### config.mk
export PLATFORM = sky130hd
export DESIGN_NAME = xadc_drp_arbiter
export DESIGN_NICKNAME = d
export VERILOG_FILES = /design/src/rtl/xadc_drp_arbiter.sv
export SDC_FILE = /design/constraint.sdc
export NUM_CORES = 1
export LEC_CHECK = 0
export ABC_AREA = 0
export ABC_CLOCK_PERIOD_IN_PS = 2100
export CAP_MARGIN = 10
export CORE_ASPECT_RATIO = 0.8
export CORE_UTILIZATION = 47
export DETAILED_ROUTE_END_ITERATION = 8
export PLACE_DENSITY = 0.78
export RECOVER_POWER = 100
export SLEW_MARGIN = 40
export SYNTH_ARGS = -nofsm -noshare
export SYNTH_HDL_FRONTEND = slang
export SYNTH_SLANG_ARGS = --single-unit
### constraint.sdc
create_clock -name S_AXI_ACLK -period 2.1 [get_ports S_AXI_ACLK]
set_input_delay 0.42 -clock S_AXI_ACLK [delete_from_list [all_inputs] [get_ports S_AXI_ACLK]]
set_output_delay 0.42 -clock S_AXI_ACLK [all_outputs]
set_load 0.02 [all_outputs]
### src/rtl/xadc_drp_arbiter.sv
// XADC DRP arbiter: round-robin between the aux-channel scan and the host.
// One DRP transaction outstanding at a time, with a DRDY timeout.
module xadc_drp_arbiter #(
  parameter int NUM_CH         = 4,
  parameter int TIMEOUT_CYCLES = 255
) (
  input  logic        S_AXI_ACLK,
  input  logic        S_AXI_ARESETN,
  input  logic        EOS,
  output logic [6:0]  DADDR,
  output logic        DEN,
  output logic        DWE,
  output logic [15:0] DI,
  input  logic [15:0] DO,
  input  logic        DRDY,
  input  logic        host_req,
  input  logic        host_we,
  input  logic [6:0]  host_addr,
  input  logic [15:0] host_wdata,
  output logic        host_ack,
  output logic [15:0] host_rdata,
  output logic        host_err,
  output logic [11:0] MEASURED_AUX0,
  output logic [11:0] MEASURED_AUX1,
  output logic [11:0] MEASURED_AUX2,
  output logic [11:0] MEASURED_AUX3,
  output logic        scan_done,
  output logic        scan_overrun,
  output logic        scan_err
);

  localparam int CW =
    (TIMEOUT_CYCLES > 255) ? $clog2(TIMEOUT_CYCLES + 1) : 8;
  localparam logic [CW-1:0] TO_LAST = CW'(TIMEOUT_CYCLES - 1);
  localparam logic [1:0]    CH_LAST = 2'(NUM_CH - 1);

  typedef enum logic [2:0] {
    IDLE,
    SCAN_ISSUE,
    SCAN_WAIT,
    HOST_ISSUE,
    HOST_WAIT
  } state_t;

  state_t        state;
  logic [1:0]    ch;
  logic [1:0]    ch_inc;
  logic [CW-1:0] cnt;
  logic          scan_pending;
  logic          last_host;
  logic [11:0]   aux [4];

  logic scan_req;
  logic host_live;
  logic in_scan;
  logic grant_scan;
  logic grant_host;
  logic timed_out;

  // EOS counts as a scan request in the same cycle so a tie
  // with host_req from reset is resolved in favour of the scan.
  assign scan_req   = scan_pending | EOS;
  assign host_live  = host_req & ~host_ack;
  assign in_scan    = (state == SCAN_ISSUE) || (state == SCAN_WAIT);
  assign grant_scan = (state == IDLE) && scan_req &&
                      (!host_live || last_host);
  assign grant_host = (state == IDLE) && host_live &&
                      (!scan_req || !last_host);
  assign timed_out  = (cnt >= TO_LAST);
  assign ch_inc     = ch + 2'd1;

  assign MEASURED_AUX0 = (NUM_CH > 0) ? aux[0] : 12'd0;
  assign MEASURED_AUX1 = (NUM_CH > 1) ? aux[1] : 12'd0;
  assign MEASURED_AUX2 = (NUM_CH > 2) ? aux[2] : 12'd0;
  assign MEASURED_AUX3 = (NUM_CH > 3) ? aux[3] : 12'd0;

  always_ff @(posedge S_AXI_ACLK or negedge S_AXI_ARESETN) begin
    if (!S_AXI_ARESETN) begin
      state        <= IDLE;
      DEN          <= 1'b0;
      DWE          <= 1'b0;
      DADDR        <= 7'd0;
      DI           <= 16'd0;
      host_ack     <= 1'b0;
      host_err     <= 1'b0;
      host_rdata   <= 16'd0;
      scan_done    <= 1'b0;
      scan_overrun <= 1'b0;
      scan_err     <= 1'b0;
      scan_pending <= 1'b0;
      ch           <= 2'd0;
      cnt          <= '0;
      last_host    <= 1'b1;
      for (int i = 0; i < 4; i++) aux[i] <= 12'd0;
    end else begin
      DEN          <= 1'b0;
      host_ack     <= 1'b0;
      host_err     <= 1'b0;
      scan_done    <= 1'b0;
      scan_err     <= 1'b0;
      scan_overrun <= EOS & (scan_pending | in_scan);

      // A grant consumes the pending request; an EOS on top of an
      // already-pending one is coalesced and kept for later.
      if (grant_scan)
        scan_pending <= EOS & scan_pending;
      else if (EOS)
        scan_pending <= 1'b1;

      unique case (state)
        IDLE: begin
          if (grant_scan) begin
            state     <= SCAN_ISSUE;
            ch        <= 2'd0;
            DEN       <= 1'b1;
            DWE       <= 1'b0;
            DADDR     <= 7'h10;
            cnt       <= '0;
            last_host <= 1'b0;
          end else if (grant_host) begin
            state     <= HOST_ISSUE;
            DEN       <= 1'b1;
            DWE       <= host_we;
            DADDR     <= host_addr;
            DI        <= host_wdata;
            cnt       <= '0;
            last_host <= 1'b1;
          end
        end
        SCAN_ISSUE: begin
          state <= SCAN_WAIT;
          cnt   <= cnt + CW'(1);
        end
        SCAN_WAIT: begin
          if (DRDY || timed_out) begin
            if (DRDY)
              aux[ch] <= DO[15:4];
            else
              scan_err <= 1'b1;
            if (ch != CH_LAST) begin
              state <= SCAN_ISSUE;
              ch    <= ch_inc;
              DEN   <= 1'b1;
              DWE   <= 1'b0;
              DADDR <= 7'h10 + {5'd0, ch_inc};
              cnt   <= '0;
            end else begin
              state     <= IDLE;
              ch        <= 2'd0;
              scan_done <= 1'b1;
            end
          end else begin
            cnt <= cnt + CW'(1);
          end
        end
        HOST_ISSUE: begin
          state <= HOST_WAIT;
          cnt   <= cnt + CW'(1);
        end
        HOST_WAIT: begin
          if (DRDY) begin
            state    <= IDLE;
            host_ack <= 1'b1;
            if (!DWE) host_rdata <= DO;
          end else if (timed_out) begin
            state    <= IDLE;
            host_ack <= 1'b1;
            host_err <= 1'b1;
          end else begin
            cnt <= cnt + CW'(1);
          end
        end
        default: state <= IDLE;
      endcase
    end
  end

endmodule
Yosys cells after proc, flatten, opt, wreduce, memory -nomap -nowiden:

Cells that the tools add are included.

* register bits: 109
* memory bits (read-only): 0
* RAM bits: 0
* memories kept: 0
* bits in latches: 0
* word-level logic and storage cells: 124

* $add $sub $neg: 3
* shifts and indexed selects: 0
* multiplexer cells: 51
* div/mod/pow operators: 0
* bitwise gates (word level): 9
* reductions and logical operators: 26
* multipliers: 0
* equality and inequality tests: 13
* magnitude comparators: 3

Operator list (number)
* bitwise mux 48 bit: 1
* 2-to-1 mux 8 bit: 6
* case mux 8 bit (4 select lines): 1
* 2-to-1 mux 7 bit: 4
* demux 12 bit (select 2 bit): 1
* 2-to-1 mux 1 bit: 24
* 2-to-1 mux 3 bit: 5
* case mux 3 bit (5 select lines): 1
* AND reduction 3 bit: 5
* case mux 7 bit (2 select lines): 1
* 2-to-1 mux 12 bit: 1
* adder 8 x 1 -> 8 bit, second input constant: 1
* greater-or-equal comparator 8 bit, second input constant: 1
* != test 2 bit, second input constant: 4
* adder 5 x 2 -> 6 bit, first input constant: 1
* == test 3 x 2 -> 1 bit, second input constant: 2
* 2-to-1 mux 2 bit: 3
* != test 3 bit, second input constant: 2
* nonzero test 2 bit: 3
* logical AND 1 bit: 5
* AND reduction 5 bit: 1
* logical OR 1 bit: 4
* != test 2 x 1 -> 1 bit, second input constant: 2
* case mux 1 bit (2 select lines): 2
* 17 further kinds: 24

Depth between registers and ports, before layout:

Gate-level depths: netlist of the first run.

* depth in word-level cells: 7
* depth in mapped cells: 8
* depth with buffers taken out: 8

Worst setup path after synthesis of the first run:

OpenSTA, ideal clock, no wires.

* path kind: reg-to-reg
* from: register cnt[0]
* to: register DADDR[0]
* stages on the path, launching flop included: 9
* clock period less this slack: 1.945 ns
* setup time: 0.125 ns
* setup slack: 0.155 ns
* arrival: 1.820 ns
* path through: dfrtp_1 inv_1 ha_1 o21a_1 a31oi_4 nor3_2 nor3_4 inv_4 mux2_4

* longest elaborated chain between the ends: 4

RTL lines
* start, declared: RTL line 48 `logic [CW-1:0] cnt;`
* start signal, assigned: RTL line 132 `cnt <= cnt + CW'(1);`
* start signal, assigned: RTL line 153 `cnt <= cnt + CW'(1);`
* start signal, assigned: RTL line 158 `cnt <= cnt + CW'(1);`
* greater-or-equal comparator 8 bit: RTL line 69 `assign timed_out = (cnt >= TO_LAST);`
* logical OR 1 bit: RTL line 135 `if (DRDY || timed_out) begin`
* != test 2 x 1 -> 1 bit (no source line)
* AND reduction 4 bit (no source line)
* end signal, assigned: RTL line 124 `DADDR <= host_addr;`
* end signal, assigned: RTL line 145 `DADDR <= 7'h10 + {5'd0, ch_inc};`
* end, declared: RTL line 10 `output logic [6:0] DADDR,`

Every way passes these cells.
A chain may end at the register's enable or synchronous reset.

Final worst setup path of the first run:

* from: input port EOS
* to: register DI[8]

* longest elaborated chain between the ends: 5

RTL lines
* start, declared: RTL line 9 `input logic EOS,`
* OR 1 bit (*): RTL line 62 `assign scan_req = scan_pending | EOS;`
* zero test 1 bit / logical AND 1 bit (equally long branches): RTL line 68, 65
* logical OR 1 bit / logical AND 1 bit (equally long branches): RTL line 68, 65
* logical AND 1 bit / NOT 1 bit (equally long branches)
* AND reduction 3 bit (no source line) (*)
* end signal, assigned: RTL line 125 `DI <= host_wdata;`
* end, declared: RTL line 13 `output logic [15:0] DI,`

Mark *: on every way between the ends. The rest lies on a longest branch, timed or not.

==> flow_summary_export.csv, run 1 <==
group,metric,value,unit
timing,finalSetupViolCount,0,
setup_path,arrival,2.19,ns
placement,preCtsSetupSlack,-0.123,ns
detailed_routing,first_pass_iters,6,
detailed_routing,drt-total-wl,10.2,mm
timing,maxSlewHeadroom,0.584,
placement,postPlaceCellArea,6180,sq um
setup_path,reg2reg_slack,0.16,ns
synthesis,avgSynthCellArea,14.4,sq um
cts,cts_buffers,9,
setup_path,reg2reg_from,"cnt[0]$_DFFE_PN0P_",
global_route,grt.total_usage,0.210,
synthesis,synth_fp_nets,364,
cts,clock_sinks,109,
cts,h-tree-depth,3,
cells_and_area,area_growth,42.0,%
floorplanning,die_height,89.5,um
setup_path,setup.worst_path.start,"EOS",
synthesis,postSynthCellCount,313,
global_route,antenna_found_initial,0,
timing,maxSlewViolCount,0,
job,maxCapViolCount,0,
outcome,failed_checks,"DRC",
global_route,top_usage_layer,"met2",
setup_path,cp-end-kind,"flip-flop",
power_and_ir_drop,peakVddDrop,840,uV
timing,fin_skew,0.00557,ns
setup_path,r2r_end,"DADDR[3]$_DFFE_PN0P_",
worst_hold_path,worst_hold_path.num_cells,1,
cells_and_area,nFillCells,641,
synthesis,ys_warn_count,0,
timing,fin_ws,0.134,ns
setup_path,cp.required,2.32,ns
cells_and_area,drive_gt1_frac,0.276,
synthesis,ys_seq_area_frac,0.607,
timing,clock.fmax,509,MHz
cts,cts_tree,"yes",
placement,port_buffers,138,
synthesis,synth_top_area_frac,0.601,
floorplanning,chipWidth,111,um
setup_path,worstSetupPathType,"in -> reg",
setup_path,path_max_fanout,17,
synthesis,netlist_area,4500,sq um
worst_hold_path,hp-class,"reg -> reg",
placement,gp_congestion,0.792,
worst_hold_path,hold_path_end,"DADDR[5]$_DFFE_PN0P_",
cts,post_cts_buffers,0,
floorplanning,rows,31,
global_route,overflow,0,
timing,setup-tns-final,0,ns
cts,clkSlewWorstSetupHoldPaths,0.06,ns
timing,fin_crit,1.97,ns
floorplanning,initial_core_util,0.491,
global_route,use_met2,0.341,
setup_path,rr_worst_depth,8,
cells_and_area,nets,524,
detailed_routing,drc,8,
outcome,status,"complete, but fails checks",
synthesis,synth_edf_count,0,
synthesis,ys.flop_type,"dfrtp_1",
timing,grt_setup_unrepaired,"no",
cts,post_cts_resize_count,0,
global_route,grt_max_degree,65,
synthesis,synthArstFlopShare,1.00,
placement,post-dp-hpwl,7.46,mm
global_route,use_met1,0.269,
cts,clock_latency,0.34,ns
floorplanning,dieArea,9970,sq um
global_route,grt_pass1_vias,3115,
setup_path,critPathLaunchType,"input port",
synthesis,synthTopCellsByArea,"dfrtp_1 (60%), mux2_2 (20%), a22o_1 (1.8%), ha_1 (1.7%), buf_2 (1.0%)",
detailed_routing,viasPerCell,5.22,
power_and_ir_drop,power,9550,uW
worst_hold_path,hold_start,"DADDR[5]$_DFFE_PN0P_",
detailed_routing,wl_per_cell,17.1,um
global_route,met3_usage,0.0698,
timing,worst_slew_pin_slew,0.624,ns
synthesis,synth_seq_cells,109,
floorplanning,design.core.area,9150,sq um
cts,root_buffer,"clkbuf_16",
detailed_routing,num_vias,3094,
synthesis,yosys.cell_types.count,47,
global_route,grt_pass1_wl,15.9,mm
power_and_ir_drop,p_leak,0.00298,uW
detailed_routing,drt_iter0_drc,124,
power_and_ir_drop,powerDensity,1490,nW/um^2
timing,fin_crit_sh,0.936,
detailed_routing,antenna_left,0,
cells_and_area,insertedDiodeCount,0,
cts,clock_path_buffers,2,
cells_and_area,stdcell_area,6390,sq um
timing,hold_viol_final,0,
synthesis,synth_top_area_cell,"dfrtp_1",
floorplanning,num_io_pins,139,
## layout make-up
cell class              instances  area, sq um  share of cell area
clock buffers                  10          229              0.0359
clock inverters                 6         61.3             0.00960
inverters                      11         43.8             0.00686
multi-input cells             181         1650               0.259
flip-flops and latches        109         2730               0.427
well taps                     115          144              0.0225
repair buffers                161         1530               0.239
## cell families (layout without fill, tap and decap cells)
kind of cell / count (synthesis) / in the layout / synth area share
mux: 83 / 83 / 0.209
buf+inv: 23 / 188 / 0.0248
xor+xnor: 3 / 3 / 0.00584
simple gates: 46 / 46 / 0.0595
fa+ha+maj: 7 / 7 / 0.0189
flops: 109 / 109 / 0.607
compound gates: 42 / 42 / 0.0748
## cell usage in the layout, fill, tap and decap left out, drive strengths merged, types with 2 or more instances in the layout
| cell | count |
|---|---|
| clkdlybuf4s50 | 43 |
| a22o | 9 |
| nor3 | 5 |
| mux2 | 82 |
| clkbuf | 23 |
| dlygate4sd3 | 95 |
| a21o | 2 |
| nand2b | 2 |
| buf | 10 |
| xnor2 | 3 |
| o21ai | 5 |
| and3 | 3 |
| nand2 | 8 |
| a21oi | 8 |
| nor2b | 2 |
| o22ai | 2 |
| nand3b | 2 |
| ha | 6 |
| o21a | 4 |
| a211oi | 2 |
| a31o | 4 |
| nand3 | 5 |
| nand4 | 4 |
| clkinv | 3 |
| inv | 12 |
| nor2 | 10 |
| dfrtp | 108 |
## what timing repair did
item / in CTS / in global routing
hold buffers: 1 / 0
setup endpoints to repair: 0 / 0
endpoints found under the hold margin: 23 / 0
## layer usage
layer | vias to the layer above | part of all wire
li1 | 1446 | -
met1 | 1533 | 0.44
met2 | 104 | 0.48
met3 | 11 | 0.064
met4 | 0 | 0.018
met5 | - | 0
## where the power goes
| part | leakage, uW | internal [uW] | switching (uW) |
|---|---|---|---|
| clock network | 0.000143 | 923 | 728 |
| logic | 0.00146 | 2180 | 2250 |
| registers | 0.00138 | 2970 | 500 |
## worst max-delay path by stage
stage | end | slack [ns]
2_1_floorplan | DADDR[0]$_DFFE_PN0P_ | 0.16
3_3_place_gp | DI[5]$_DFFE_PN0P_ | -0.09
3_5_place_dp | DI[8]$_DFFE_PN0P_ | -0.12
4_1_cts | ch[1]$_DFFE_PN0P_ | 0.18
5_1_grt | DI[8]$_DFFE_PN0P_ | 0.04
6_report | DI[8]$_DFFE_PN0P_ | 0.13
## worst max-delay path: stages
cell	delay, ns
clkdlybuf4s50_1	0.42
or2_1	0.29
a211oi_4	0.35
clkbuf_4	0.34
mux2_2	0.37
## stage by stage
step                       util  cells  hold WS [ns]
after global placement    0.675    576         0.347
after CTS                 0.708    593         0.505
after floorplan               -    313         0.124
after global routing      0.698    593         0.513
after detailed placement  0.675    576         0.349
final                     0.698    593         0.492
## cell usage after synthesis, types with 2 or more instances
library cell  count
a21oi_1           7
nor3_1            3
mux2_2           80
ha_1              6
buf_2             9
o22ai_1           2
a21o_1            2
o21a_1            4
xnor2_1           3
inv_1            10
and3_1            3
mux2_4            2
dfrtp_1         108
a31o_2            4
nand4_1           4
o21ai_0           5
nand3b_1          2
nand2_1           8
nor2b_1           2
nand2b_1          2
nor2_1            9
nand3_1           5
a22o_1            9
## registers in the layout, indices dropped and copies added (netlist names), 3 cells and up
signal and count:
MEASURED_AUX1 12, DADDR 7, cnt 8, host_rdata 16
state 3, MEASURED_AUX3 12, MEASURED_AUX0 12, MEASURED_AUX2 12
DI 16
Power figures use the tool's default switching activity.
==> run 2: changes to the inputs <==
--- a/config.mk
+++ b/config.mk
@@ -8,7 +8,6 @@
 export ABC_AREA = 0
 export ABC_CLOCK_PERIOD_IN_PS = 2100
 export CAP_MARGIN = 10
-export CORE_ASPECT_RATIO = 0.8
 export CORE_UTILIZATION = 47
 export DETAILED_ROUTE_END_ITERATION = 8
 export PLACE_DENSITY = 0.78
==> run 2 against run 1 <==
Compared with the run above:
- power fell by 4.5%
- the flow now finishes without violations
- cell count rose by 2.9%
- clock-buffer cell count down 1
- wire length shrank 5.5%
- die area hardly changed
- global-route usage shrank 0.46 points
==> flow_summary_export.csv, run 2 (same netlist as run 1, synthesis figures left out) <==
group,metric,value,unit
outcome,status,"finished clean",
setup_path,setup.worst_path.start,"state[0]$_DFFE_PN0P_",
power_and_ir_drop,p_leak,0.00295,uW
detailed_routing,drt_iter0_drc,84,
cts,clock_path_buffers,2,
cts,clkSlewWorstSetupHoldPaths,0.10,ns
cells_and_area,nets,527,
timing,maxSlewHeadroom,0.303,
cts,cts_tree,"yes",
global_route,antenna_found_initial,0,
global_route,overflow,0,
detailed_routing,drc,0,
timing,hold_viol_final,0,
setup_path,cp-end-kind,"flip-flop",
floorplanning,initial_core_util,0.487,
cts,cts-hold-fix-buffers,0,
placement,post-dp-hpwl,7.28,mm
setup_path,path_max_fanout,10,
cts,root_buffer,"clkbuf_8",
cts,post_cts_buffers,0,
timing,clock.fmax,504,MHz
timing,grt_setup_unrepaired,"no",
setup_path,slowest_delay,0.49,ns
cts,cts_buffers,9,
floorplanning,num_io_pins,139,
detailed_routing,wl_per_cell,15.7,um
setup_path,path_cells,"or3_1, a21o_1, nor2_2, buf_4, o22ai_1, mux2_1",
placement,port_buffers,138,
cells_and_area,top_regs,"DI (16), host_rdata (16)",
detailed_routing,antenna_left,0,
timing,worst_slew_pin_slew,1.05,ns
setup_path,cp.required,2.34,ns
floorplanning,chipWidth,99.8,um
detailed_routing,num_vias,3106,
cts,post_cts_resize_count,0,
timing,fin_crit_sh,0.944,
placement,gp_congestion,0.795,
worst_hold_path,hp-class,"in -> async",
cells_and_area,layout_common_cells,"dfrtp_1 (108), dlygate4sd3_1 (94), mux2_2 (80)",
cells_and_area,insertedDiodeCount,0,
power_and_ir_drop,powerDensity,1440,nW/um^2
global_route,grt_pass1_wl,15.9,mm
power_and_ir_drop,power,9120,uW
cts,h-tree-depth,3,
setup_path,arrival,2.23,ns
floorplanning,die_height,99.8,um
cells_and_area,layout_commonest_cell,"dfrtp_1",
detailed_routing,drt-total-wl,9.60,mm
job,maxCapViolCount,0,
setup_path,reg2reg_from,"state[0]$_DFFE_PN0P_",
cells_and_area,utilization,0.684,
setup_path,worstSetupPathType,"reg -> reg",
setup_path,worst-path-stages,6,
detailed_routing,viasPerCell,5.09,
setup_path,crit_path_end,"DADDR[0]$_DFFE_PN0P_",
timing,hold_ws,0.227,ns
setup_path,critPathLaunchType,"flip-flop",
global_route,grt_pass1_vias,3229,
timing,maxSlewViolCount,0,
cells_and_area,drive_gt1_frac,0.279,
setup_path,cp_slowest_cell,"dfrtp_1",
setup_path,r2r_end,"DADDR[0]$_DFFE_PN0P_",
global_route,grt.total_usage,0.205,
setup_path,cp_top_family,"simple AND/OR/NAND/NOR gates",
power_and_ir_drop,peakVddDrop,734,uV
setup_path,rr_worst_depth,6,
floorplanning,dieArea,9960,sq um
setup_path,cp_num_buf_inv,1,
cells_and_area,area_growth,40.5,%
detailed_routing,first_pass_iters,4,
cts,clock_latency,0.36,ns
timing,fin_skew,0.0213,ns
timing,finalSetupViolCount,0,
setup_path,reg2reg_slack,0.12,ns
global_route,grt_max_degree,45,
floorplanning,rows,35,
floorplanning,design.core.area,9240,sq um
timing,fin_crit,1.98,ns
cts,clock_sinks,109,
run 2: through the flow:
step	worst slack, ns	cell area, sq um	std cells	TNS (ns)
after floorplan	0.155	4500	313	0
after detailed placement	-0.172	6200	594	-3.78
final	0.117	6320	610	0
after CTS	0.130	6410	610	0
after global placement	-0.150	6200	594	-3.11
after global routing	0.00554	6320	610	0
run 2: per-layer routing:
layer  up-vias  share of wire  global-route usage
met5         -              0                   0
met4         0          0.015              0.0656
met1      1546           0.45               0.278
met2       102           0.47               0.332
met3        10          0.061              0.0432
li1       1448              -                   -
run 2: how the worst min path moves through the flow:
stage | start | end | slack, ns
floorplan | S_AXI_ARESETN | DADDR[0]$_DFFE_PN0P_ | 0.12
global placement | S_AXI_ARESETN | MEASURED_AUX1[4]$_DFFE_PN0P_ | 0.44
detailed placement | S_AXI_ARESETN | MEASURED_AUX0[4]$_DFFE_PN0P_ | 0.45
CTS | S_AXI_ARESETN | MEASURED_AUX0[11]$_DFFE_PN0P_ | 0.05
global route | S_AXI_ARESETN | MEASURED_AUX0[11]$_DFFE_PN0P_ | 0.30
finish | S_AXI_ARESETN | MEASURED_AUX0[11]$_DFFE_PN0P_ | 0.23
run 2: cell type report:
| class | instances | area, sq um |
|---|---|---|
| clock buffer | 9 | 124 |
| clock inverter | 7 | 80.1 |
| fill | 702 | 2920 |
| inverter | 11 | 43.8 |
| multi-input combinational | 181 | 1640 |
| sequential | 109 | 2730 |
| tap | 129 | 161 |
| timing repair buffer | 164 | 1540 |
run 2: worst register-to-register path: stages, from the launching register on:
cell and delay (ns):
dfrtp_1 0.49, or3_1 0.49, a21o_1 0.21, nor2_2 0.18, buf_4 0.16, o22ai_1 0.06
mux2_1 0.31
run 2: report_power, final:
group / switching, uW / total (uW) / internal (uW)
Clock: 719 / 1290 / 569
Combinational: 2210 / 4370 / 2170
Sequential: 491 / 3450 / 2960
Total: 3420 / 9120 / 5700
==> run 3: changes to the inputs <==
--- a/config.mk
+++ b/config.mk
@@ -9,6 +9,7 @@
 export ABC_CLOCK_PERIOD_IN_PS = 2100
 export CAP_MARGIN = 10
 export CORE_UTILIZATION = 47
+export CTS_CLUSTER_SIZE = 24
 export DETAILED_ROUTE_END_ITERATION = 8
 export PLACE_DENSITY = 0.78
 export RECOVER_POWER = 100
==> results of run 3 <==
No change in the layout: final DEF, timing and power equal those of run 2.
